--- config.mk ---
export PLATFORM = sky130hd
export DESIGN_NAME = mii_rx_frontend
export DESIGN_NICKNAME = d
export VERILOG_FILES = /design/src/rtl/mii_rx_frontend.sv
export SDC_FILE = /design/constraint.sdc
export NUM_CORES = 1
export LEC_CHECK = 0
export BUFFER_PORTS_ARGS = -buffer_cell sky130_fd_sc_hd__buf_2
export CORE_ASPECT_RATIO = 0.5
export CORE_MARGIN = 10
export CORE_UTILIZATION = 35
export DETAILED_ROUTE_END_ITERATION = 10
export GPL_TIMING_DRIVEN = 0
export PLACE_DENSITY = 0.62
export SETUP_SLACK_MARGIN = 0.05
export SLEW_MARGIN = 5
export SYNTH_ARGS = -nofsm -noshare
export SYNTH_HDL_FRONTEND = slang
export SYNTH_SLANG_ARGS = --single-unit
--- constraint.sdc ---
create_clock -name r_clk -period 1.9 [get_ports r_clk]
set_input_delay 0.475 -clock r_clk [delete_from_list [all_inputs] [get_ports r_clk]]
set_output_delay 0.475 -clock r_clk [all_outputs]
set_load 0.01 [all_outputs]
--- src/rtl/mii_rx_frontend.sv ---
// rtl/mii_rx_frontend.sv - MII receive front-end: preamble/SFD strip, CRC32 and length check, FCS withholding
module mii_rx_frontend #(
  parameter int MIN_PRE = 7,
  parameter int MIN_LEN = 64,
  parameter int MAX_LEN = 1518
) (
  input  logic        r_clk,
  input  logic        rst,
  input  logic        r_dv,
  input  logic        r_er,
  input  logic [3:0]  datain,
  output logic [3:0]  dataout,
  output logic        out_dv,
  output logic        frame_done,
  output logic        frame_good,
  output logic        crc_err,
  output logic        len_err,
  output logic        phy_err,
  output logic [10:0] frame_len
);

  localparam logic [3:0]  MIN_PRE_N   = 4'(MIN_PRE);
  localparam logic [11:0] MIN_LEN_B   = 12'(MIN_LEN);
  localparam logic [11:0] MAX_LEN_B   = 12'(MAX_LEN);
  localparam logic [31:0] CRC_RESIDUE = 32'hDEBB20E3;

  typedef enum logic [1:0] {IDLE, PRE, DATA, DROP} state_t;

  state_t      state;
  logic        dv_q;
  logic        er_q;
  logic [3:0]  d_q;
  logic [3:0]  pre_cnt;
  logic [11:0] nib_cnt;
  logic [31:0] crc;
  logic [31:0] dline;    // 8-nibble delay line, newest in [3:0], oldest in [31:28]
  logic        phy_acc;  // sticky r_er for the frame in progress

  logic [31:0] crc_next;
  logic [11:0] byte_cnt;
  logic [10:0] len_calc;
  logic        crc_bad;
  logic        len_bad;

  // Reflected CRC32, one nibble per call, LSB of the nibble first
  function automatic logic [31:0] crc_nibble(input logic [31:0] c, input logic [3:0] d);
    logic [31:0] r;
    r = c;
    for (int i = 0; i < 4; i++) begin
      r = (r[0] ^ d[i]) ? ((r >> 1) ^ 32'hEDB88320) : (r >> 1);
    end
    return r;
  endfunction

  // End-of-frame status derived from the running counters
  always_comb begin
    crc_next = crc_nibble(crc, d_q);
    byte_cnt = {1'b0, nib_cnt[11:1]};
    len_calc = (nib_cnt[11:1] < 11'd4) ? 11'd0 : (nib_cnt[11:1] - 11'd4);
    crc_bad  = (crc != CRC_RESIDUE);
    len_bad  = nib_cnt[0] | (byte_cnt < MIN_LEN_B) | (byte_cnt > MAX_LEN_B);
  end

  // Register the raw MII inputs once before any use
  always_ff @(posedge r_clk) begin
    if (rst) begin
      dv_q <= 1'b0;
      er_q <= 1'b0;
      d_q  <= 4'h0;
    end else begin
      dv_q <= r_dv;
      er_q <= r_er;
      d_q  <= datain;
    end
  end

  // Receive FSM with registered stream and status outputs
  always_ff @(posedge r_clk) begin
    if (rst) begin
      state      <= IDLE;
      pre_cnt    <= 4'd0;
      nib_cnt    <= 12'd0;
      crc        <= 32'd0;
      dline      <= 32'd0;
      phy_acc    <= 1'b0;
      dataout    <= 4'h0;
      out_dv     <= 1'b0;
      frame_done <= 1'b0;
      frame_good <= 1'b0;
      crc_err    <= 1'b0;
      len_err    <= 1'b0;
      phy_err    <= 1'b0;
      frame_len  <= 11'd0;
    end else begin
      out_dv     <= 1'b0;
      frame_done <= 1'b0;
      case (state)
        IDLE: begin
          if (dv_q) begin
            if (d_q == 4'h5) begin
              state   <= PRE;
              pre_cnt <= 4'd1;
            end else begin
              state <= DROP;
            end
          end
        end
        PRE: begin
          if (!dv_q) begin
            state <= IDLE;
          end else if (d_q == 4'h5) begin
            if (pre_cnt != 4'hF) pre_cnt <= pre_cnt + 4'd1;
          end else if (d_q == 4'hD && pre_cnt >= MIN_PRE_N) begin
            state   <= DATA;
            crc     <= 32'hFFFFFFFF;
            nib_cnt <= 12'd0;
            dline   <= 32'd0;
            phy_acc <= 1'b0;
          end else begin
            state <= DROP;
          end
        end
        DATA: begin
          if (!dv_q) begin
            // Whatever is left in the delay line is the FCS and is dropped
            state      <= IDLE;
            frame_done <= 1'b1;
            crc_err    <= crc_bad;
            len_err    <= len_bad;
            phy_err    <= phy_acc;
            frame_good <= ~(crc_bad | len_bad | phy_acc);
            frame_len  <= len_calc;
          end else begin
            crc   <= crc_next;
            dline <= {dline[27:0], d_q};
            if (nib_cnt != 12'hFFF) nib_cnt <= nib_cnt + 12'd1;
            if (er_q) phy_acc <= 1'b1;
            if (nib_cnt >= 12'd8) begin
              out_dv  <= 1'b1;
              dataout <= dline[31:28];
            end
          end
        end
        DROP: begin
          if (!dv_q) state <= IDLE;
        end
        default: state <= IDLE;
      endcase
    end
  end

endmodule

==> results of run 1 <==
==> power groups by stage <==
stage	logic, W	clock network [W]	registers, W
2_1_floorplan	0.000268	0	0.00241
3_3_place_gp	0.000351	0	0.00242
3_5_place_dp	0.000352	0	0.00242
4_1_cts	0.000355	0.00186	0.00237
5_1_grt	0.000392	0.00194	0.00237
6_report	0.000359	0.00183	0.00237
==> path summary, 6_finish.rpt <==
check / depth (start not counted) / slack [ns] / start / to
worst max-delay path: 5 / 0.13 / d_q[1] / dline[5]
worst max register to register: 5 / 0.13 / d_q[1] / dline[5]
worst min register to register: 2 / 0.46 / dline[22] / dline[22]
worst min-delay path: 2 / 0.34 / datain[1] / d_q[1]
==> sequential cells by signal, summed over array words and instances (netlist names) <==
| name | flops |
|---|---|
| dv_q | 1 |
| dataout | 4 |
| pre_cnt | 4 |
| state | 2 |
| frame_good | 1 |
| er_q | 1 |
| dline | 32 |
| nib_cnt | 12 |
| out_dv | 1 |
| frame_len | 11 |
| phy_err | 1 |
| frame_done | 1 |
| phy_acc | 1 |
| len_err | 1 |
| crc | 32 |
| crc_err | 1 |
| d_q | 4 |
==> cells by family (layout without fill, tap and decap cells) <==
group,Yosys count,after routing,synth area share (%)
multiplexers,8,8,1.58
buffers and inverters,55,100,4.77
AND/OR/NAND/NOR,195,195,20.2
flip-flops,110,110,43.5
XOR/XNOR,40,40,9.83
AO/OA/AOI/OAI,139,139,19.2
adder cells (fa/ha/maj),4,4,0.988
==> critical path, cell delays in order (launching register included) <==
cell and delay (ns):
sky130_fd_sc_hd__dfxtp_1 0.47, sky130_fd_sc_hd__and3b_1 0.30, sky130_fd_sc_hd__a41oi_4 0.45, sky130_fd_sc_hd__buf_4 0.25, sky130_fd_sc_hd__nand2_1 0.06, sky130_fd_sc_hd__a21oi_1 0.15
==> placed cells by master, fill, tap and decap left out, drive strengths merged, types with 9 or more instances in the layout <==
master,Yosys,final
a211oi,9,9
a21oi,61,61
buf,19,48
clkbuf,27,37
dfxtp,110,110
inv,9,11
nand2,54,54
nand3,44,44
nand4,10,10
nor2,30,30
nor2b,10,10
o21ai,19,19
o221a,13,13
xnor2,26,26
xor2,10,10
==> metal layers <==
layer	vias up	track usage (%)	share of wire (%)
li1	2077	-	-
met4	0	3.02	0.82
met3	9	2.99	4.3
met1	2017	17.9	51
met2	78	19.1	44
met5	-	0	0
==> stage by stage <==
| stage | cell area (um^2) | cells | hold slack, ns | setup TNS, ns |
|---|---|---|---|---|
| CTS | 5740 | 786 | 0.332 | 0 |
| global route | 5810 | 788 | 0.337 | 0 |
| detailed placement | 5440 | 770 | 0.446 | -11.55 |
| global placement | 5440 | 770 | 0.439 | -12.24 |
| finish | 5810 | 788 | 0.339 | 0 |
| floorplan | 5070 | 551 | 0.432 | 0 |
==> repair_timing <==
| action | 4_1_cts | 5_1_grt |
|---|---|---|
| cloned | 0 | 0 |
| setup endpoints to repair | 13 | 67 |
| gates resized for setup | 3 | 21 |
| pin swaps | 0 | 2 |
| setup buffers | 0 | 3 |
==> cell type report <==
type	count	area [um^2]	area share, %
Buffer	45	215	3.70
Tap cell	192	240	4.14
Sequential cell	110	2200	37.9
Multi-Input combinational cell	386	2670	46.0
Inverter	9	33.8	0.582
Clock buffer	10	239	4.11
Timing Repair Buffer	30	158	2.71
Clock inverter	6	45.0	0.775
==> impl_metrics.xml, run 1 <==
<?xml version="1.0" encoding="UTF-8"?>
<metrics>
  <group name="finish">
    <metric name="finish.utilization" unit="%">41.9</metric>
    <metric name="inserted_diodes" unit="">0</metric>
    <metric name="nets" unit="">603</metric>
    <metric name="layout_overhead_on_the_synthesized_area" unit="%">14.6</metric>
    <metric name="fillerInstances" unit="">1379</metric>
    <metric name="post_route_cells_drive_above_1_share" unit="%">18.0</metric>
  </group>
  <group name="cts">
    <metric name="tritoncts_clock_tree" unit="">yes</metric>
    <metric name="number_of_clock_sinks_seen_by_cts" unit="">110</metric>
    <metric name="cts.reportedPaths.clkPinSlew" unit="ns">0.07</metric>
    <metric name="clk_path_buf_depth" unit="">2</metric>
    <metric name="cts_hold_buffers" unit="">0</metric>
    <metric name="cts_root_buffer" unit="">sky130_fd_sc_hd__clkbuf_16</metric>
    <metric name="clk-insertion-delay-late" unit="ns">0.35</metric>
    <metric name="cts-htree-levels" unit="">3</metric>
    <metric name="tritoncts.num_buffers" unit="">9</metric>
  </group>
  <group name="global_routing">
    <metric name="global_route.overflow_total" unit="">0</metric>
    <metric name="largest_net_degree_at_the_start_of_global_routing" unit="">19</metric>
    <metric name="grt_antenna_before_repair" unit="">0</metric>
    <metric name="wire_length_of_the_first_global_routing_pass" unit="um">21000</metric>
    <metric name="gr-usage-all-layers" unit="%">12.7</metric>
    <metric name="number_of_global_route_vias_before_repair" unit="">3994</metric>
  </group>
  <group name="power">
    <metric name="cellInternalPower" unit="W">0.00342</metric>
    <metric name="leakage" unit="nW">2.12</metric>
    <metric name="combPwrFrac" unit="%">7.9</metric>
    <metric name="netSwitchingPower" unit="W">0.00113</metric>
    <metric name="areal_power_density_over_the_cells" unit="mW/mm^2">784</metric>
    <metric name="clkPwrFrac" unit="%">40.1</metric>
    <metric name="irDropWorstVdd" unit="mV">0.374</metric>
    <metric name="finalPower" unit="W">0.00455</metric>
    <metric name="swShare" unit="%">24.9</metric>
    <metric name="share_seq_of_total_power" unit="%">52.0</metric>
  </group>
  <group name="floorplan">
    <metric name="placeableCoreArea" unit="mm^2">0.0139</metric>
    <metric name="die_h" unit="um">105</metric>
    <metric name="num_io_pins" unit="">29</metric>
    <metric name="die_w" unit="um">190</metric>
    <metric name="starting_utilization_of_the_core_area" unit="%">36.6</metric>
    <metric name="rows" unit="">30</metric>
    <metric name="die_area" unit="mm^2">0.0200</metric>
  </group>
  <group name="yosys">
    <metric name="ys_warn_count" unit="">0</metric>
    <metric name="synth_seq_area_share" unit="%">43.5</metric>
    <metric name="synth_enable_flop_cells" unit="">0</metric>
    <metric name="netlist.top_cell.by_area" unit="">sky130_fd_sc_hd__dfxtp_1</metric>
    <metric name="post_synth_main_area_contributors" unit="">sky130_fd_sc_hd__dfxtp_1, sky130_fd_sc_hd__a21oi_1, sky130_fd_sc_hd__nand3_1, sky130_fd_sc_hd__nand2_1, sky130_fd_sc_hd__xnor2_1</metric>
    <metric name="synthMostInstantiatedCell" unit="">sky130_fd_sc_hd__dfxtp_1</metric>
    <metric name="synth.lib_cells_used.distinct" unit="">61</metric>
    <metric name="ys_top_cells_by_count" unit="">sky130_fd_sc_hd__dfxtp_1, sky130_fd_sc_hd__a21oi_1, sky130_fd_sc_hd__nand2_1, sky130_fd_sc_hd__nand3_1, sky130_fd_sc_hd__nor2_1</metric>
    <metric name="postSynthAreaPerCell" unit="um^2">9.20</metric>
    <metric name="synthFlopType" unit="">sky130_fd_sc_hd__dfxtp_1</metric>
    <metric name="yosysTopAreaCellShare" unit="%">43.5</metric>
    <metric name="synth_nets" unit="">563</metric>
    <metric name="post_synth_inst_count" unit="">551</metric>
    <metric name="synth.cell_area" unit="mm^2">0.00507</metric>
    <metric name="asyncSetResetFlopFracSynth" unit="%">0</metric>
    <metric name="ys_seq_elements" unit="">110</metric>
  </group>
  <group name="critical_path">
    <metric name="timing.critical_path.to_type" unit="">flop</metric>
    <metric name="path_class" unit="">reg2reg</metric>
    <metric name="crit_path_start_kind" unit="">flop</metric>
    <metric name="crit_arrival" unit="ns">2.04</metric>
    <metric name="worst_ep_required_time" unit="ns">2.17</metric>
    <metric name="crit_fanout" unit="">10</metric>
  </group>
  <group name="sta">
    <metric name="skew" unit="ns">0.00892</metric>
    <metric name="report.final.slew_viol_count" unit="">0</metric>
    <metric name="rsz_0062_raised_after_global_routing" unit="">false</metric>
    <metric name="tightest_slew" unit="ns">0.614</metric>
    <metric name="final_hold_violation_count" unit="">0</metric>
    <metric name="final_min_period_over_clock_period" unit="%">93.3</metric>
    <metric name="setup_ws" unit="ns">0.128</metric>
    <metric name="final_period_minus_worst_setup_slack" unit="ns">1.77</metric>
    <metric name="setup_viol" unit="">0</metric>
    <metric name="fmax" unit="GHz">0.564</metric>
    <metric name="worst_slew_margin_relative_to_its_limit" unit="%">59.1</metric>
  </group>
  <group name="route">
    <metric name="vias_after_detailed_routing" unit="">4181</metric>
    <metric name="post_drt_antenna_nets" unit="">0</metric>
    <metric name="totalWireLength" unit="um">12900</metric>
    <metric name="first_iter_violations" unit="">394</metric>
    <metric name="drt_pre_antenna_iters" unit="">5</metric>
    <metric name="drc" unit="">0</metric>
    <metric name="drt-vias-per-instance" unit="">5.31</metric>
    <metric name="routed_len_inst" unit="um">16.4</metric>
  </group>
  <group name="worst_hold_path">
    <metric name="min_path_type" unit="">in2reg</metric>
  </group>
  <group name="run">
    <metric name="max_cap_viol_count" unit="">0</metric>
  </group>
  <group name="place">
    <metric name="dpl.hpwl" unit="um">9070</metric>
    <metric name="detailedPlace.worstSlack" unit="ns">-0.393</metric>
    <metric name="gp_congestion" unit="">0.915</metric>
    <metric name="place.port_buffers" unit="">27</metric>
  </group>
  <group name="status">
    <metric name="status" unit="">complete, no violations</metric>
  </group>
</metrics>
Power figures use the tool's default switching activity.
==> inputs of run 2 (changes only) <==
--- a/config.mk
+++ b/config.mk
@@ -11,7 +11,7 @@
 export CORE_UTILIZATION = 35
 export DETAILED_ROUTE_END_ITERATION = 10
 export GPL_TIMING_DRIVEN = 0
-export PLACE_DENSITY = 0.62
+export PLACE_DENSITY = 0.6
 export SETUP_SLACK_MARGIN = 0.05
 export SLEW_MARGIN = 5
 export SYNTH_ARGS = -nofsm -noshare
==> impl_metrics.xml, run 2 (synthesis results as in run 1) <==
<?xml version="1.0" encoding="UTF-8"?>
<metrics>
  <group name="power">
    <metric name="areal_power_density_over_the_cells" unit="mW/mm^2">804</metric>
    <metric name="irDropWorstVdd" unit="mV">0.392</metric>
    <metric name="leakage" unit="nW">2.14</metric>
  </group>
  <group name="cts">
    <metric name="number_of_clock_sinks_seen_by_cts" unit="">110</metric>
    <metric name="clk-insertion-delay-late" unit="ns">0.35</metric>
    <metric name="cts.reportedPaths.clkPinSlew" unit="ns">0.08</metric>
    <metric name="clk_path_buf_depth" unit="">2</metric>
    <metric name="tritoncts.num_buffers" unit="">9</metric>
    <metric name="cts_root_buffer" unit="">sky130_fd_sc_hd__clkbuf_16</metric>
    <metric name="cts-htree-levels" unit="">3</metric>
    <metric name="tritoncts_clock_tree" unit="">yes</metric>
  </group>
  <group name="finish">
    <metric name="inserted_diodes" unit="">0</metric>
    <metric name="layout_commonest_cell" unit="">sky130_fd_sc_hd__dfxtp_1</metric>
    <metric name="biggestRegsByFlops" unit="">crc (32), dline (32), nib_cnt (12)</metric>
    <metric name="layout_overhead_on_the_synthesized_area" unit="%">15.2</metric>
    <metric name="finish.utilization" unit="%">42.2</metric>
    <metric name="layoutNonFillerInstCount" unit="">789</metric>
    <metric name="nets" unit="">604</metric>
    <metric name="post_route_cells_drive_above_1_share" unit="%">17.9</metric>
    <metric name="most-common-layout-cells" unit="">sky130_fd_sc_hd__dfxtp_1, sky130_fd_sc_hd__a21oi_1, sky130_fd_sc_hd__nand2_1, sky130_fd_sc_hd__nand3_1, sky130_fd_sc_hd__buf_2</metric>
  </group>
  <group name="route">
    <metric name="drt_pre_antenna_iters" unit="">5</metric>
    <metric name="post_drt_antenna_nets" unit="">0</metric>
    <metric name="drc" unit="">0</metric>
    <metric name="first_iter_violations" unit="">307</metric>
    <metric name="totalWireLength" unit="um">13000</metric>
    <metric name="routed_len_inst" unit="um">16.5</metric>
    <metric name="vias_after_detailed_routing" unit="">4180</metric>
    <metric name="drt-vias-per-instance" unit="">5.30</metric>
  </group>
  <group name="sta">
    <metric name="setup_viol" unit="">0</metric>
    <metric name="hold_ws" unit="ns">0.325</metric>
    <metric name="fmax" unit="GHz">0.560</metric>
    <metric name="final_min_period_over_clock_period" unit="%">94.0</metric>
    <metric name="rsz_0062_raised_after_global_routing" unit="">true</metric>
    <metric name="skew" unit="ns">0.00992</metric>
    <metric name="final_period_minus_worst_setup_slack" unit="ns">1.79</metric>
    <metric name="final_hold_violation_count" unit="">0</metric>
    <metric name="report.final.slew_viol_count" unit="">0</metric>
    <metric name="worst_slew_margin_relative_to_its_limit" unit="%">51.4</metric>
    <metric name="tightest_slew" unit="ns">0.726</metric>
  </group>
  <group name="global_routing">
    <metric name="gr-usage-all-layers" unit="%">12.7</metric>
    <metric name="grt_antenna_before_repair" unit="">0</metric>
    <metric name="global_route.overflow_total" unit="">0</metric>
    <metric name="number_of_global_route_vias_before_repair" unit="">3984</metric>
    <metric name="largest_net_degree_at_the_start_of_global_routing" unit="">19</metric>
    <metric name="wire_length_of_the_first_global_routing_pass" unit="um">21100</metric>
  </group>
  <group name="floorplan">
    <metric name="die_area" unit="mm^2">0.0200</metric>
    <metric name="placeableCoreArea" unit="mm^2">0.0139</metric>
    <metric name="num_io_pins" unit="">29</metric>
    <metric name="starting_utilization_of_the_core_area" unit="%">36.6</metric>
    <metric name="die_w" unit="um">190</metric>
    <metric name="die_h" unit="um">105</metric>
    <metric name="rows" unit="">30</metric>
  </group>
  <group name="critical_path">
    <metric name="timing.critical_path.to_type" unit="">flop</metric>
    <metric name="crit_path_start_kind" unit="">flop</metric>
    <metric name="crit_arrival" unit="ns">2.05</metric>
    <metric name="r2r_setup_slack" unit="ns">0.11</metric>
    <metric name="worst_ep_required_time" unit="ns">2.17</metric>
    <metric name="crit_fanout" unit="">10</metric>
    <metric name="path_class" unit="">reg2reg</metric>
  </group>
  <group name="place">
    <metric name="place.port_buffers" unit="">27</metric>
    <metric name="gp_congestion" unit="">0.844</metric>
    <metric name="dpl.cell_count" unit="">770</metric>
    <metric name="dpl.hpwl" unit="um">8980</metric>
  </group>
  <group name="worst_hold_path">
    <metric name="min_path_type" unit="">in2reg</metric>
  </group>
  <group name="run">
    <metric name="max_cap_viol_count" unit="">0</metric>
  </group>
  <group name="status">
    <metric name="status" unit="">complete, no violations</metric>
  </group>
</metrics>
run 2: metrics by stage:
step | power [W] | setup TNS (ns) | setup WS (ns) | area (um^2)
floorplan | 0.00268 | 0 | 0.294 | 5070
global placement | 0.00277 | -6.89 | -0.191 | 5440
detailed placement | 0.00277 | -8.12 | -0.186 | 5440
CTS | 0.00473 | 0 | 0.0239 | 5760
global route | 0.00486 | 0 | 0.0321 | 5840
finish | 0.00469 | 0 | 0.115 | 5840
run 2: path summary, 6_finish.rpt:
check	start	endpoint	depth (start not counted)
max	nib_cnt[6]	nib_cnt[3]	8
min	r_dv	dv_q	2
max reg2reg	nib_cnt[6]	nib_cnt[3]	8
min reg2reg	dline[5]	dline[5]	2
run 2: routing by layer:
metal	GRT usage (%)	wire [um]	part of all wire, %	vias up
met4	3.63	159	1.2	0
li1	-	-	-	2081
met3	3.25	756	5.8	13
met1	17.8	6510	50	1990
met5	0	0	0	-
met2	18.6	5570	43	96
run 2: worst max-delay path, stage by stage (launching register included):
cell                       delay [ns]
sky130_fd_sc_hd__dfxtp_1         0.31
sky130_fd_sc_hd__buf_2           0.23
sky130_fd_sc_hd__and4_1          0.20
sky130_fd_sc_hd__buf_2           0.17
sky130_fd_sc_hd__and3_1          0.18
sky130_fd_sc_hd__buf_6           0.14
sky130_fd_sc_hd__a21oi_4         0.06
sky130_fd_sc_hd__buf_4           0.17
sky130_fd_sc_hd__a221oi_1        0.25
run 2: power breakdown:
part	switching (W)	internal (W)	leakage, nW
sequential	0.0000334	0.00233	0.891
combinational	0.000202	0.000152	1.09
clock	0.000903	0.00107	0.153
total	0.00114	0.00355	2.14
run 2: cell type report:
| cell class | instances | area (um^2) |
|---|---|---|
| fill | 1364 | 8010 |
| multi-input combinational | 386 | 2670 |
| sequential | 110 | 2210 |
| tap | 192 | 240 |
| clock buffer | 10 | 239 |
| buffer | 46 | 220 |
| timing repair buffer | 30 | 158 |
| clock inverter | 6 | 70.1 |
| inverter | 9 | 33.8 |
run 2: what timing repair did:
item / 4_1_cts / 5_1_grt
setup endpoints to repair: 6 / 65
hold buffers: 0 / 0
gates resized for setup: 2 / 25
gates cloned: 0 / 0
pin swaps: 0 / 3
setup buffers: 0 / 3
==> inputs of run 3 (changes only) <==
--- a/config.mk
+++ b/config.mk
@@ -11,7 +11,7 @@
 export CORE_UTILIZATION = 35
 export DETAILED_ROUTE_END_ITERATION = 10
 export GPL_TIMING_DRIVEN = 0
-export PLACE_DENSITY = 0.6
+export PLACE_DENSITY = 0.51
 export SETUP_SLACK_MARGIN = 0.05
 export SLEW_MARGIN = 5
 export SYNTH_ARGS = -nofsm -noshare
==> impl_metrics.xml, run 3 (synthesis results as in run 1) <==
<?xml version="1.0" encoding="UTF-8"?>
<metrics>
  <group name="sta">
    <metric name="worst_slew_margin_relative_to_its_limit" unit="%">48.7</metric>
    <metric name="final_period_minus_worst_setup_slack" unit="ns">1.82</metric>
    <metric name="fmax" unit="GHz">0.549</metric>
    <metric name="report.final.slew_viol_count" unit="">0</metric>
    <metric name="tightest_slew" unit="ns">0.766</metric>
    <metric name="setup_ws" unit="ns">0.0779</metric>
    <metric name="setup_viol" unit="">0</metric>
    <metric name="finalSetupTns" unit="ns">0</metric>
    <metric name="rsz_0062_raised_after_global_routing" unit="">true</metric>
    <metric name="hold_ws" unit="ns">0.324</metric>
    <metric name="skew" unit="ns">0.00942</metric>
    <metric name="final_hold_violation_count" unit="">0</metric>
    <metric name="final_min_period_over_clock_period" unit="%">95.9</metric>
  </group>
  <group name="cts">
    <metric name="tritoncts.num_buffers" unit="">9</metric>
    <metric name="cts.reportedPaths.clkPinSlew" unit="ns">0.08</metric>
    <metric name="cts-htree-levels" unit="">3</metric>
    <metric name="tritoncts_clock_tree" unit="">yes</metric>
    <metric name="cts_root_buffer" unit="">sky130_fd_sc_hd__clkbuf_16</metric>
    <metric name="clk_path_buf_depth" unit="">2</metric>
    <metric name="number_of_clock_sinks_seen_by_cts" unit="">110</metric>
    <metric name="clk-insertion-delay-late" unit="ns">0.36</metric>
  </group>
  <group name="critical_path">
    <metric name="path_class" unit="">reg2reg</metric>
    <metric name="timing.critical_path.to_type" unit="">flop</metric>
    <metric name="crit_arrival" unit="ns">2.11</metric>
    <metric name="crit_fanout" unit="">9</metric>
    <metric name="crit_path_start_kind" unit="">flop</metric>
    <metric name="worst_ep_required_time" unit="ns">2.18</metric>
  </group>
  <group name="finish">
    <metric name="layout_commonest_cell" unit="">sky130_fd_sc_hd__dfxtp_1</metric>
    <metric name="inserted_diodes" unit="">0</metric>
    <metric name="layoutNonFillerInstCount" unit="">787</metric>
    <metric name="summed_area_of_non_filler_cells_in_the_final_layout" unit="mm^2">0.00581</metric>
    <metric name="biggestRegsByFlops" unit="">crc (32), dline (32), nib_cnt (12)</metric>
    <metric name="post_route_cells_drive_above_1_share" unit="%">17.3</metric>
    <metric name="most-common-layout-cells" unit="">sky130_fd_sc_hd__dfxtp_1, sky130_fd_sc_hd__a21oi_1, sky130_fd_sc_hd__nand2_1, sky130_fd_sc_hd__nand3_1, sky130_fd_sc_hd__buf_2</metric>
    <metric name="nets" unit="">602</metric>
    <metric name="final-seq-area" unit="mm^2">0.00220</metric>
    <metric name="layout_overhead_on_the_synthesized_area" unit="%">14.6</metric>
    <metric name="multi_input_area" unit="mm^2">0.00266</metric>
    <metric name="fillerInstances" unit="">1401</metric>
  </group>
  <group name="global_routing">
    <metric name="gr-usage-all-layers" unit="%">13.4</metric>
    <metric name="largest_net_degree_at_the_start_of_global_routing" unit="">20</metric>
    <metric name="grt_util_met3" unit="%">3.09</metric>
    <metric name="top_usage_layer" unit="">met2</metric>
    <metric name="grt_util_met1" unit="%">19.1</metric>
    <metric name="use_met2" unit="%">19.2</metric>
    <metric name="grt_antenna_before_repair" unit="">0</metric>
    <metric name="number_of_global_route_vias_before_repair" unit="">3868</metric>
    <metric name="wire_length_of_the_first_global_routing_pass" unit="um">21500</metric>
    <metric name="global_route.overflow_total" unit="">0</metric>
  </group>
  <group name="route">
    <metric name="vias_after_detailed_routing" unit="">4217</metric>
    <metric name="drt_pre_antenna_iters" unit="">5</metric>
    <metric name="routed_len_inst" unit="um">17.6</metric>
    <metric name="totalWireLength" unit="um">13900</metric>
    <metric name="post_drt_antenna_nets" unit="">0</metric>
    <metric name="drt-vias-per-instance" unit="">5.36</metric>
    <metric name="first_iter_violations" unit="">344</metric>
    <metric name="drc" unit="">0</metric>
  </group>
  <group name="place">
    <metric name="dpl.hpwl" unit="um">9480</metric>
    <metric name="place.port_buffers" unit="">27</metric>
    <metric name="gp_congestion" unit="">0.813</metric>
    <metric name="dpl.cell_count" unit="">770</metric>
    <metric name="post_dp_cell_area" unit="mm^2">0.00544</metric>
    <metric name="detailedPlace.worstSlack" unit="ns">-0.281</metric>
  </group>
  <group name="power">
    <metric name="leakage" unit="nW">2.12</metric>
    <metric name="areal_power_density_over_the_cells" unit="mW/mm^2">812</metric>
    <metric name="irDropWorstVdd" unit="mV">0.388</metric>
  </group>
  <group name="floorplan">
    <metric name="die_h" unit="um">105</metric>
    <metric name="starting_utilization_of_the_core_area" unit="%">36.6</metric>
    <metric name="num_io_pins" unit="">29</metric>
    <metric name="die_w" unit="um">190</metric>
    <metric name="die_area" unit="mm^2">0.0200</metric>
    <metric name="rows" unit="">30</metric>
    <metric name="placeableCoreArea" unit="mm^2">0.0139</metric>
  </group>
  <group name="run">
    <metric name="max_cap_viol_count" unit="">0</metric>
  </group>
  <group name="status">
    <metric name="status" unit="">complete, no violations</metric>
  </group>
  <group name="worst_hold_path">
    <metric name="min_path_type" unit="">in2reg</metric>
  </group>
</metrics>
-- run 3: area by class of cell --
cell class	count	share of cell area [%]
Sequential cell	110	37.9
Timing Repair Buffer	29	2.59
Tap cell	192	4.14
Clock buffer	10	3.94
Buffer	45	3.66
Inverter	9	0.582
Clock inverter	6	1.31
Multi-Input combinational cell	386	45.8
-- run 3: worst max-delay path, stage by stage, from the launching register on --
cell and delay (ns):
sky130_fd_sc_hd__dfxtp_1 0.36, sky130_fd_sc_hd__ha_1 0.24, sky130_fd_sc_hd__and4_1 0.26, sky130_fd_sc_hd__and3_1 0.18
sky130_fd_sc_hd__buf_6 0.14, sky130_fd_sc_hd__a21oi_4 0.32, sky130_fd_sc_hd__mux2i_1 0.25
-- run 3: power by group --
part           leakage (nW)  total, W  switching, W  internal [W]
combinational          1.08  0.000359      0.000209      0.000150
sequential            0.890   0.00237     0.0000333       0.00233
clock                 0.150   0.00199      0.000942       0.00105
-- run 3: layer usage --
| layer | part of all wire (%) | up-vias |
|---|---|---|
| met3 | 4.0 | 13 |
| met2 | 43 | 82 |
| met1 | 52 | 2042 |
| li1 | - | 2080 |
| met5 | 0 | - |
| met4 | 1.1 | 0 |
-- run 3: final timing paths --
check               start  slack, ns  cells past startpoint           end
max            nib_cnt[1]       0.08                      6    nib_cnt[1]
min             datain[2]       0.32                      2        d_q[2]
max reg2reg    nib_cnt[1]       0.08                      6    nib_cnt[1]
min reg2reg  frame_len[5]       0.45                      2  frame_len[5]
-- run 3: metrics by stage --
step	power (W)	util, %
6_report	0.00472	41.9
2_1_floorplan	0.00268	-
3_3_place_gp	0.00278	39.3
5_1_grt	0.00489	41.9
4_1_cts	0.00477	41.7
3_5_place_dp	0.00278	39.3
-- run 3: repair_timing --
item                       4_1_cts  5_1_grt
hold buffers                     0        0
setup endpoints to repair       16       82
pin swaps                        1        3
setup buffers                    0        2
gates resized for setup          5       14
